**config.mk**
```make
export PLATFORM = sky130hd
export DESIGN_NAME = score_display
export DESIGN_NICKNAME = d
export VERILOG_FILES = /design/src/rtl/score_disp_pkg.sv /design/src/rtl/seg7_decode.sv /design/src/rtl/score_display.sv
export SDC_FILE = /design/constraint.sdc
export NUM_CORES = 1
export LEC_CHECK = 0
export BUFFER_PORTS_ARGS = -buffer_cell sky130_fd_sc_hd__buf_2
export CORE_MARGIN = 2
export CORE_UTILIZATION = 60
export DETAILED_ROUTE_END_ITERATION = 12
export PLACE_DENSITY_LB_ADDON = 0.12
export SYNTH_ARGS = -nofsm -noshare
export SYNTH_HDL_FRONTEND = slang
export SYNTH_SLANG_ARGS = --single-unit
```
**constraint.sdc**
```tcl
create_clock -name clk -period 2.48 [get_ports clk]
set_input_delay 0.496 -clock clk [delete_from_list [all_inputs] [get_ports clk]]
set_output_delay 0.496 -clock clk [all_outputs]
set_load 0.02 [all_outputs]
```
**src/rtl/score_disp_pkg.sv**
```systemverilog
// Shared types and constants for the score display reader: FSM state
// encoding, active-low seven-segment glyphs and the anode-off pattern.
package score_disp_pkg;

  typedef enum logic [1:0] {
    ST_IDLE  = 2'd0,
    ST_BLINK = 2'd1,
    ST_DROP  = 2'd2
  } disp_state_t;

  // Segment order is {g,f,e,d,c,b,a}; a 0 lights the segment.
  localparam logic [6:0] GLYPH_0     = 7'b1000000;
  localparam logic [6:0] GLYPH_1     = 7'b1111001;
  localparam logic [6:0] GLYPH_2     = 7'b0100100;
  localparam logic [6:0] GLYPH_3     = 7'b0110000;
  localparam logic [6:0] GLYPH_4     = 7'b0011001;
  localparam logic [6:0] GLYPH_5     = 7'b0010010;
  localparam logic [6:0] GLYPH_6     = 7'b0000010;
  localparam logic [6:0] GLYPH_7     = 7'b1111000;
  localparam logic [6:0] GLYPH_8     = 7'b0000000;
  localparam logic [6:0] GLYPH_9     = 7'b0010000;
  localparam logic [6:0] GLYPH_DASH  = 7'b0111111;
  localparam logic [6:0] GLYPH_BLANK = 7'b1111111;

  localparam logic [3:0] AN_OFF = 4'b1111;

  // Active-low one-cold anode pattern for scan slot idx.
  function automatic logic [3:0] an_select(input logic [1:0] idx);
    return ~(4'b0001 << idx);
  endfunction

endpackage

```
**src/rtl/seg7_decode.sv**
```systemverilog
// BCD digit to active-low seven-segment glyph; non-decimal codes show a dash.
module seg7_decode
  import score_disp_pkg::*;
(
  input  logic [3:0] bcd,
  output logic [6:0] seg
);

  // Pure lookup; values 10..15 can only come from a corrupted score bus.
  always_comb begin
    seg = GLYPH_DASH;
    case (bcd)
      4'd0: seg = GLYPH_0;
      4'd1: seg = GLYPH_1;
      4'd2: seg = GLYPH_2;
      4'd3: seg = GLYPH_3;
      4'd4: seg = GLYPH_4;
      4'd5: seg = GLYPH_5;
      4'd6: seg = GLYPH_6;
      4'd7: seg = GLYPH_7;
      4'd8: seg = GLYPH_8;
      4'd9: seg = GLYPH_9;
      default: seg = GLYPH_DASH;
    endcase
  end

endmodule

```
**src/rtl/score_display.sv**
```systemverilog
// Score display reader: snapshots the 4-digit BCD score once per scan frame,
// multiplexes it onto a common-anode 7-segment display with optional
// leading-zero blanking, and flashes on score rise / shows dashes on drop.
//
//   state    | meaning
//   ---------+---------------------------------------------------------------
//   ST_IDLE  | normal display of the snapshot
//   ST_BLINK | score rose: even phases dark, odd phases normal display
//   ST_DROP  | score fell: every slot shows a dash, blanking ignored
module score_display
  import score_disp_pkg::*;
#(
  parameter int SCAN_DIV     = 4096,
  parameter int BLINK_DIV    = 2097152,
  parameter int FLASH_PHASES = 6
) (
  input  logic       clk,
  input  logic       rst,
  input  logic [3:0] score0,
  input  logic [3:0] score1,
  input  logic [3:0] score2,
  input  logic [3:0] score3,
  input  logic       blank_lz,
  output logic [3:0] an,
  output logic [6:0] seg,
  output logic       dp
);

  localparam int SCAN_W  = (SCAN_DIV > 1) ? $clog2(SCAN_DIV) : 1;
  localparam int BLINK_W = (BLINK_DIV > 1) ? $clog2(BLINK_DIV) : 1;
  localparam int PHASE_W = (FLASH_PHASES > 1) ? $clog2(FLASH_PHASES) : 1;

  localparam logic [SCAN_W-1:0]  SCAN_LAST  = SCAN_W'(SCAN_DIV - 1);
  localparam logic [BLINK_W-1:0] BLINK_LAST = BLINK_W'(BLINK_DIV - 1);
  localparam logic [PHASE_W-1:0] PHASE_LAST = PHASE_W'(FLASH_PHASES - 1);

  disp_state_t        state, state_nxt;
  logic [SCAN_W-1:0]  scan_cnt;
  logic [1:0]         digit_idx;
  logic [15:0]        snap;
  logic [BLINK_W-1:0] blink_cnt;
  logic [PHASE_W-1:0] phase_cnt;

  logic [15:0] score_in;
  logic        scan_wrap, frame_end;
  logic        score_up, score_down, retrigger;
  logic        phase_end, episode_done;

  logic [3:0]  digit_val;
  logic [6:0]  digit_glyph;
  logic        hi3_zero, hi2_zero, hi1_zero;
  logic [3:0]  lz_mask;
  logic        slot_blank;
  logic [3:0]  norm_an;
  logic [6:0]  norm_seg;
  logic [3:0]  an_nxt;
  logic [6:0]  seg_nxt;

  assign score_in     = {score3, score2, score1, score0};
  assign scan_wrap    = (scan_cnt == SCAN_LAST);
  assign frame_end    = scan_wrap && (digit_idx == 2'd3);
  assign score_up     = score_in > snap;
  assign score_down   = score_in < snap;
  assign retrigger    = frame_end && (score_up || score_down);
  assign phase_end    = (blink_cnt == BLINK_LAST);
  assign episode_done = phase_end && (phase_cnt == PHASE_LAST);

  // Scan slot timer: each digit owns SCAN_DIV consecutive cycles.
  always_ff @(posedge clk or negedge rst) begin
    if (!rst) begin
      scan_cnt <= '0;
    end else if (scan_wrap) begin
      scan_cnt <= '0;
    end else begin
      scan_cnt <= scan_cnt + SCAN_W'(1);
    end
  end

  // Digit index steps 0..3 on every slot wrap.
  always_ff @(posedge clk or negedge rst) begin
    if (!rst) begin
      digit_idx <= 2'd0;
    end else if (scan_wrap) begin
      digit_idx <= digit_idx + 2'd1;
    end
  end

  // Snapshot the score at frame end so digits only change between frames.
  always_ff @(posedge clk or negedge rst) begin
    if (!rst) begin
      snap <= 16'h0000;
    end else if (frame_end) begin
      snap <= score_in;
    end
  end

  // Phase timer for BLINK/DROP; a new score change restarts the episode.
  always_ff @(posedge clk or negedge rst) begin
    if (!rst) begin
      blink_cnt <= '0;
      phase_cnt <= '0;
    end else if (retrigger || (state == ST_IDLE)) begin
      blink_cnt <= '0;
      phase_cnt <= '0;
    end else if (phase_end) begin
      blink_cnt <= '0;
      phase_cnt <= (phase_cnt == PHASE_LAST) ? '0 : phase_cnt + PHASE_W'(1);
    end else begin
      blink_cnt <= blink_cnt + BLINK_W'(1);
    end
  end

  // State register.
  always_ff @(posedge clk or negedge rst) begin
    if (!rst) begin
      state <= ST_IDLE;
    end else begin
      state <= state_nxt;
    end
  end

  // Next state: frame-end score changes win over episode completion.
  always_comb begin
    state_nxt = state;
    if (frame_end && score_up) begin
      state_nxt = ST_BLINK;
    end else if (frame_end && score_down) begin
      state_nxt = ST_DROP;
    end else begin
      case (state)
        ST_IDLE:  state_nxt = ST_IDLE;
        ST_BLINK: if (episode_done) state_nxt = ST_IDLE;
        ST_DROP:  if (episode_done) state_nxt = ST_IDLE;
        default:  state_nxt = ST_IDLE;
      endcase
    end
  end

  assign digit_val = snap[{digit_idx, 2'b00} +: 4];

  seg7_decode u_decode (
    .bcd (digit_val),
    .seg (digit_glyph)
  );

  // A slot is a leading zero when it and every higher digit are zero;
  // the ones digit always shows.
  always_comb begin
    hi3_zero   = (snap[15:12] == 4'd0);
    hi2_zero   = hi3_zero && (snap[11:8] == 4'd0);
    hi1_zero   = hi2_zero && (snap[7:4] == 4'd0);
    lz_mask    = blank_lz ? {hi3_zero, hi2_zero, hi1_zero, 1'b0} : 4'b0000;
    slot_blank = lz_mask[digit_idx];
    norm_an    = slot_blank ? AN_OFF : an_select(digit_idx);
    norm_seg   = slot_blank ? GLYPH_BLANK : digit_glyph;
  end

  // Output decode per state; registered below so the pins never glitch.
  always_comb begin
    an_nxt  = AN_OFF;
    seg_nxt = GLYPH_BLANK;
    case (state)
      ST_IDLE: begin
        an_nxt  = norm_an;
        seg_nxt = norm_seg;
      end
      ST_BLINK: begin
        if (phase_cnt[0]) begin
          an_nxt  = norm_an;
          seg_nxt = norm_seg;
        end
      end
      ST_DROP: begin
        an_nxt  = an_select(digit_idx);
        seg_nxt = GLYPH_DASH;
      end
      default: begin
        an_nxt  = AN_OFF;
        seg_nxt = GLYPH_BLANK;
      end
    endcase
  end

  // Output registers; reset darkens the display immediately.
  always_ff @(posedge clk or negedge rst) begin
    if (!rst) begin
      an  <= AN_OFF;
      seg <= GLYPH_BLANK;
    end else begin
      an  <= an_nxt;
      seg <= seg_nxt;
    end
  end

  assign dp = 1'b1;

endmodule

```
# Word-level counts from Yosys, hierarchy flattened
# Memory sizes are Yosys's and may differ from the RTL's.
# Cells that the tools add are included.
classes:
  bitwise_logic: 1
  muxes: 19
  order_cmp: 3
  n_eq_ne: 7
  n_shift: 2
  n_reduce_logical: 15
  addsub: 4
op_table:
  columns: ["cell", "n"]
  rows:
  - ["$mux 21", 2]
  - ["$add 21x1->21 const B", 1]
  - ["$eq 21x21->1 const B", 1]
  - ["$pmux 7 s3", 1]
  - ["$gt 16x16->1", 1]
  - ["$lt 16x16->1", 1]
  - ["$shiftx 16x5->4", 1]
  - ["$mux 7", 2]
  - ["$add 12x1->12 const B", 1]
  - ["$eq 12x12->1 const B", 1]
  - ["$logic_not 4->1", 3]
  - ["$mux 12", 1]
  - ["$mux 4", 3]
  - ["$pmux 4 s3", 1]
  - ["$mux 3", 3]
  - ["$mux 2", 4]
  - ["$logic_and 1x1->1", 7]
  - ["$eq 2x2->1 const B", 2]
  - ["$ne 4x1->1 const B", 1]
  - ["$not 4->4", 1]
  - ["$shl 1x2->4 const A", 1]
  - ["$add 3x1->3 const B", 1]
  - ["$eq 3x3->1 const B", 1]
  - ["$lt 2x3->1 const B", 1]
  - ["8 further kinds", 9]
word_totals:
  out_inout_bits: 12
  elab_cells: 60
  register_bits: 67
  romBits: 112
  memories: 1
memory_table:
  columns: ["memory", "words", "width", "read_ports", "rd_clocked_by_memory_dff", "write_ports", "line", "text"]
  rows:
  - ["(no name shown)", 16, 7, 1, 0, 0, "seg7_decode.sv:12", "case (bcd)"]

# Longest topological paths before layout
logic_depth:
  word_depth: 9
  depth_mapped: 9
  mapped_depth_nobuf: 8

# Cells and area by module
# Synthesis repeated with hierarchy kept, for this count alone.
hier_totals:
  hier_cells: 377
  hier_area_um2: 3744.8
modules_own_cells:
  columns: ["module", "cells_per_inst", "instances", "area_each_um2"]
  rows:
  - ["score_display", 346, 1, 3504.6]
  - ["seg7_decode", 31, 1, 240.2]

# Worst setup path before layout
# OpenSTA, ideal clock, no wires.
synth_timing:
  kind: "input to register"
  start: "input score3[1]"
  end: "register blink_cnt[10]"
  arrival_time_ns: 2.116
  n_path_buf: 1
  slack_ns: 0.278
  cell_stages: 7
  cell_sequence: "ha_1 nand4_1 or4_1 o21ai_2 o31ai_4 buf_4 nor3_1"
synth_via:
  elab_chain_len: 5
  elab_cells_between_ends: 6
synth_lines:
  columns: ["item", "line", "text"]
  rows:
  - ["from (decl)", "score_display.sv:22", "input logic [3:0] score3,"]
  - ["$gt 16x16->1 or $lt 16x16->1 (tied branches)", "score_display.sv:62, score_display.sv:63", null]
  - ["$logic_or 1x1->1 *", "score_display.sv:64", "assign retrigger = frame_end && (score_up || score_down);"]
  - ["$logic_and 1x1->1 *", "score_display.sv:64", null]
  - ["$logic_or 1x1->1 *", "score_display.sv:102", "end else if (retrigger || (state == ST_IDLE)) begin"]
  - ["$mux 21 *", "score_display.sv:102", null]
  - ["to (signal assigned)", "score_display.sv:109", "blink_cnt <= blink_cnt + BLINK_W'(1);"]
  - ["to (decl)", "score_display.sv:41", "logic [BLINK_W-1:0] blink_cnt;"]
# Every way passes the cells marked *; elsewhere a longest branch is shown, timed or not.
# A chain may end at the register's enable or synchronous reset.

# Worst setup path in the final report
layout_timing:
  start: "register snap[11]"
  end: "register blink_cnt[1]"
layout_via:
  elab_chain_len: 5
  elab_cells_between_ends: 6
layout_lines:
  columns: ["item", "line", "text"]
  rows:
  - ["from (decl)", "score_display.sv:40", "logic [15:0] snap;"]
  - ["from (signal assigned)", "score_display.sv:93", "snap <= score_in;"]
  - ["$gt 16x16->1 or $lt 16x16->1 (tied branches)", "score_display.sv:62, score_display.sv:63", null]
  - ["$logic_or 1x1->1 *", "score_display.sv:64", null]
  - ["$logic_and 1x1->1 *", "score_display.sv:64", null]
  - ["$logic_or 1x1->1 *", "score_display.sv:102", null]
  - ["$mux 21 *", "score_display.sv:102", null]
# Marks and branches as above.

==> out/results.tsv <==
stage	metric	value	unit
outcome	status	finished, final reports clean	
drt	wire_per_inst	15.1	µm
hold_path	hold_path.class	input port to asynchronous set/reset pin	
sta	fin_crit_sh	95.2	%
power_and_ir_drop	p_clk_share	41.7	%
synthesis	yosysWarnings	0	
final_layout	drive_gt1_share	21.8	%
sta	slew-limit-headroom	58.7	%
synthesis	async_flop_share	100	%
job	maxCapViolCount	0	
sta	worst_slew_pin_slew	616	ps
synthesis	synth_cell_types	54	
global_routing	grt_pass1_vias	2736	
place	portBuffers	29	
critical_path	start_kind	register	
synthesis	synth.most_common_cell	dfrtp_1	
critical_path	arrival	2610	ps
floorplan	placementRows	28	
floorplan	core_area	5990	µm²
floorplan	die_h	83.0	µm
sta	setup_viol	0	
final_layout	num_antenna_cells	0	
sta	setup_ws	118	ps
critical_path	crit_path_max_fanout	4	
clock_tree	clock_latency	350	ps
final_layout	fillCellCount	466	
global_routing	track_usage	22.1	%
place	dp_slack	-71.1	ps
synthesis	ys_top_cells_by_count	dfrtp_1 (56), nand2_1 (38), ha_1 (31), inv_1 (29), o21ai_0 (24)	
drt	detail-route-antenna-nets	0	
synthesis	ys.flop_type	dfrtp_1	
critical_path	endpoint_kind	register	
drt	drc	0	
synthesis	synth-edff-count	0	
power_and_ir_drop	power_switching	0.000477	W
synthesis	syn-instance-count	365	
drt	vias_per_cell	5.69	
power_and_ir_drop	power_leakage	1.96	nW
critical_path	worstPathRequired	2730	ps
power_and_ir_drop	seqPwrFrac	55.2	%
synthesis	synth_area_leader_cell	dfrtp_1	
drt	drt_wl_total	7360	µm
place	place_congestion	0.782	
clock_tree	clockBufferDepth	2	
clock_tree	cts-buffers-inserted	9	
synthesis	synth_seq_area_share	45.1	%
floorplan	die_w	83.0	µm
global_routing	antenna_found_initial	0	
final_layout	final_cells	487	
sta	fmax	423	MHz
clock_tree	clk_pin_slew	80	ps
critical_path	ff2ff_path_depth	8	
final_layout	layout.nets	457	
final_layout	seq_area	1690	µm²
sta	final-hold-violation-count	0	
critical_path	setup.worst_path.class	register to register	
synthesis	synth_area	3750	µm²
sta	rsz0062_at_grt	no	
power_and_ir_drop	power_density	465	nW/µm²
synthesis	ys_ff_latch	67	
floorplan	io_pins	31	
power_and_ir_drop	peakVddDrop	0.000378	V
synthesis	netlist_top_cells_area	dfrtp_1 (37%), ha_1 (10%), dfstp_2 (7.7%)	
synthesis	synth_area_per_cell	10.3	µm²
sta	fin_skew	7.70	ps
global_routing	grt_pass1_wl	12500	µm
global_routing	grt-ovfl-total	0	
place	dp_cells	465	
drt	drtPass1Iterations	5	
power_and_ir_drop	switching_share	24.1	%
drt	drt_iter0_markers	155	
sta	fin_crit	2360	ps
final_layout	multi_input_area	1920	µm²
power_and_ir_drop	combPwrFrac	3.1	%
synthesis	synth_top_area_share	37.4	%
global_routing	grt_max_degree	46	
clock_tree	cts_tree	done	
final_layout	syn_to_final_growth	13.5	%
synthesis	syn_nets	415	
critical_path	r2r-end	blink_cnt[1]	
critical_path	r2r_slack	120	ps
clock_tree	h-tree-depth	3	
floorplan	initial_utilization	62.5	%
power_and_ir_drop	internal-power	0.00150	W
sta	final_max_slew_viol_count	0	
critical_path	regToRegStartpoint	snap[11]	
sta	fin_hold_ws	123	ps
power_and_ir_drop	power.total	0.00198	W
place	hpwlAfterDp	5060	µm
sta	finalSetupTns	0	ps
clock_tree	clock-root-buffer	clkbuf_8	
floorplan	die_area	6890	µm²
drt	routed-via-count	2773	
clock_tree	clock-sinks	67	
worst max-delay path, stage by stage (launching register included):
cell and delay [ps]:
dfrtp_1 380, inv_1 70, ha_1 320, nand4_1 150, or4_4 600, o21ai_4 210, buf_4 150, o31ai_2 100
nor4bb_1 290
flip-flops by register name, summed over array words and instances (netlist names):
register   count
phase_cnt      3
seg            7
snap          16
an             4
digit_idx      2
scan_cnt      12
state          2
blink_cnt     21
metal layers:
metal  share of wire [%]  routed length, µm  GRT usage (%)  vias to the layer above
met2                  48               3530           35.0                       57
li1                    -                  -              -                     1364
met4                 1.9                138           8.94                        0
met1                  46               3420           29.6                     1336
met5                   0                  0              0                        -
met3                 3.7                273           4.67                       16
worst max path at each step:
stage / slack [ps] / from / end / cells past startpoint
after detailed placement: -70 / score3[2] / phase_cnt[1] / 8
after CTS: 80 / snap[13] / phase_cnt[1] / 8
after global routing: 10 / digit_idx[0] / blink_cnt[20] / 7
after floorplan: 280 / score3[1] / blink_cnt[10] / 7
after global placement: 20 / score3[1] / blink_cnt[19] / 8
final: 120 / snap[11] / blink_cnt[1] / 8
timing repair:
action                                 CTS  global route
endpoints found under the hold margin    0             0
hold buffers                             0             0
resized for setup                        0             4
buffers inserted                         0             5
setup endpoints to repair                0            18
cell type report:
| cell class | instances | share of cell area (%) |
|---|---|---|
| Clock buffer | 10 | 3.24 |
| Timing Repair Buffer | 41 | 6.12 |
| Inverter | 29 | 2.56 |
| Clock inverter | 6 | 0.971 |
| Sequential cell | 67 | 39.8 |
| Multi-Input combinational cell | 259 | 45.1 |
| Tap cell | 75 | 2.21 |
cell families (layout without fill, tap and decap cells):
logic type / after synthesis / after routing / synth area share [%]
other cells: 1 / 1 / 0.100
fa+ha+maj: 31 / 31 / 10.4
mux: 8 / 8 / 3.54
compound gates: 61 / 62 / 10.5
buf+inv: 40 / 86 / 4.64
flops: 67 / 67 / 45.1
simple gates: 127 / 127 / 18.7
xor+xnor: 30 / 30 / 7.01
per-stage QoR:
stage	util (%)	area, µm²
6_report	70.9	4250
5_1_grt	70.9	4250
4_1_cts	69.7	4180
3_5_place_dp	66.7	4000
3_3_place_gp	66.7	4000
2_1_floorplan	-	3750
layout by cell type, fill, tap and decap left out, types with 3 or more instances in the layout:
cell type   instances
mux4_2              4
xor2_1             14
xnor2_1            16
nor2b_1             4
ha_1               31
clkinvlp_4          3
nor2_1             17
buf_2              29
nor4b_1             3
o21bai_1            3
dfrtp_1            56
and4_1              3
nand2_1            38
a21oi_1            10
and3_1              3
a31oi_1             3
nor3b_1             4
nand4_1             8
nor3_1             17
nand3_1            13
o211ai_1            5
dfstp_2            11
o21ai_0            24
inv_1              29
buf_4              10
clkbuf_8           10
power groups by stage:
stage | sequential, W | combinational [W] | clock, W
finish | 0.00109 | 0.0000611 | 0.000824
CTS | 0.00109 | 0.0000616 | 0.000838
floorplan | 0.00111 | 0.0000151 | 0
global route | 0.00109 | 0.0000706 | 0.000894
detailed placement | 0.00111 | 0.0000610 | 0
global placement | 0.00111 | 0.0000601 | 0
(Power assumes the default switching activity.)
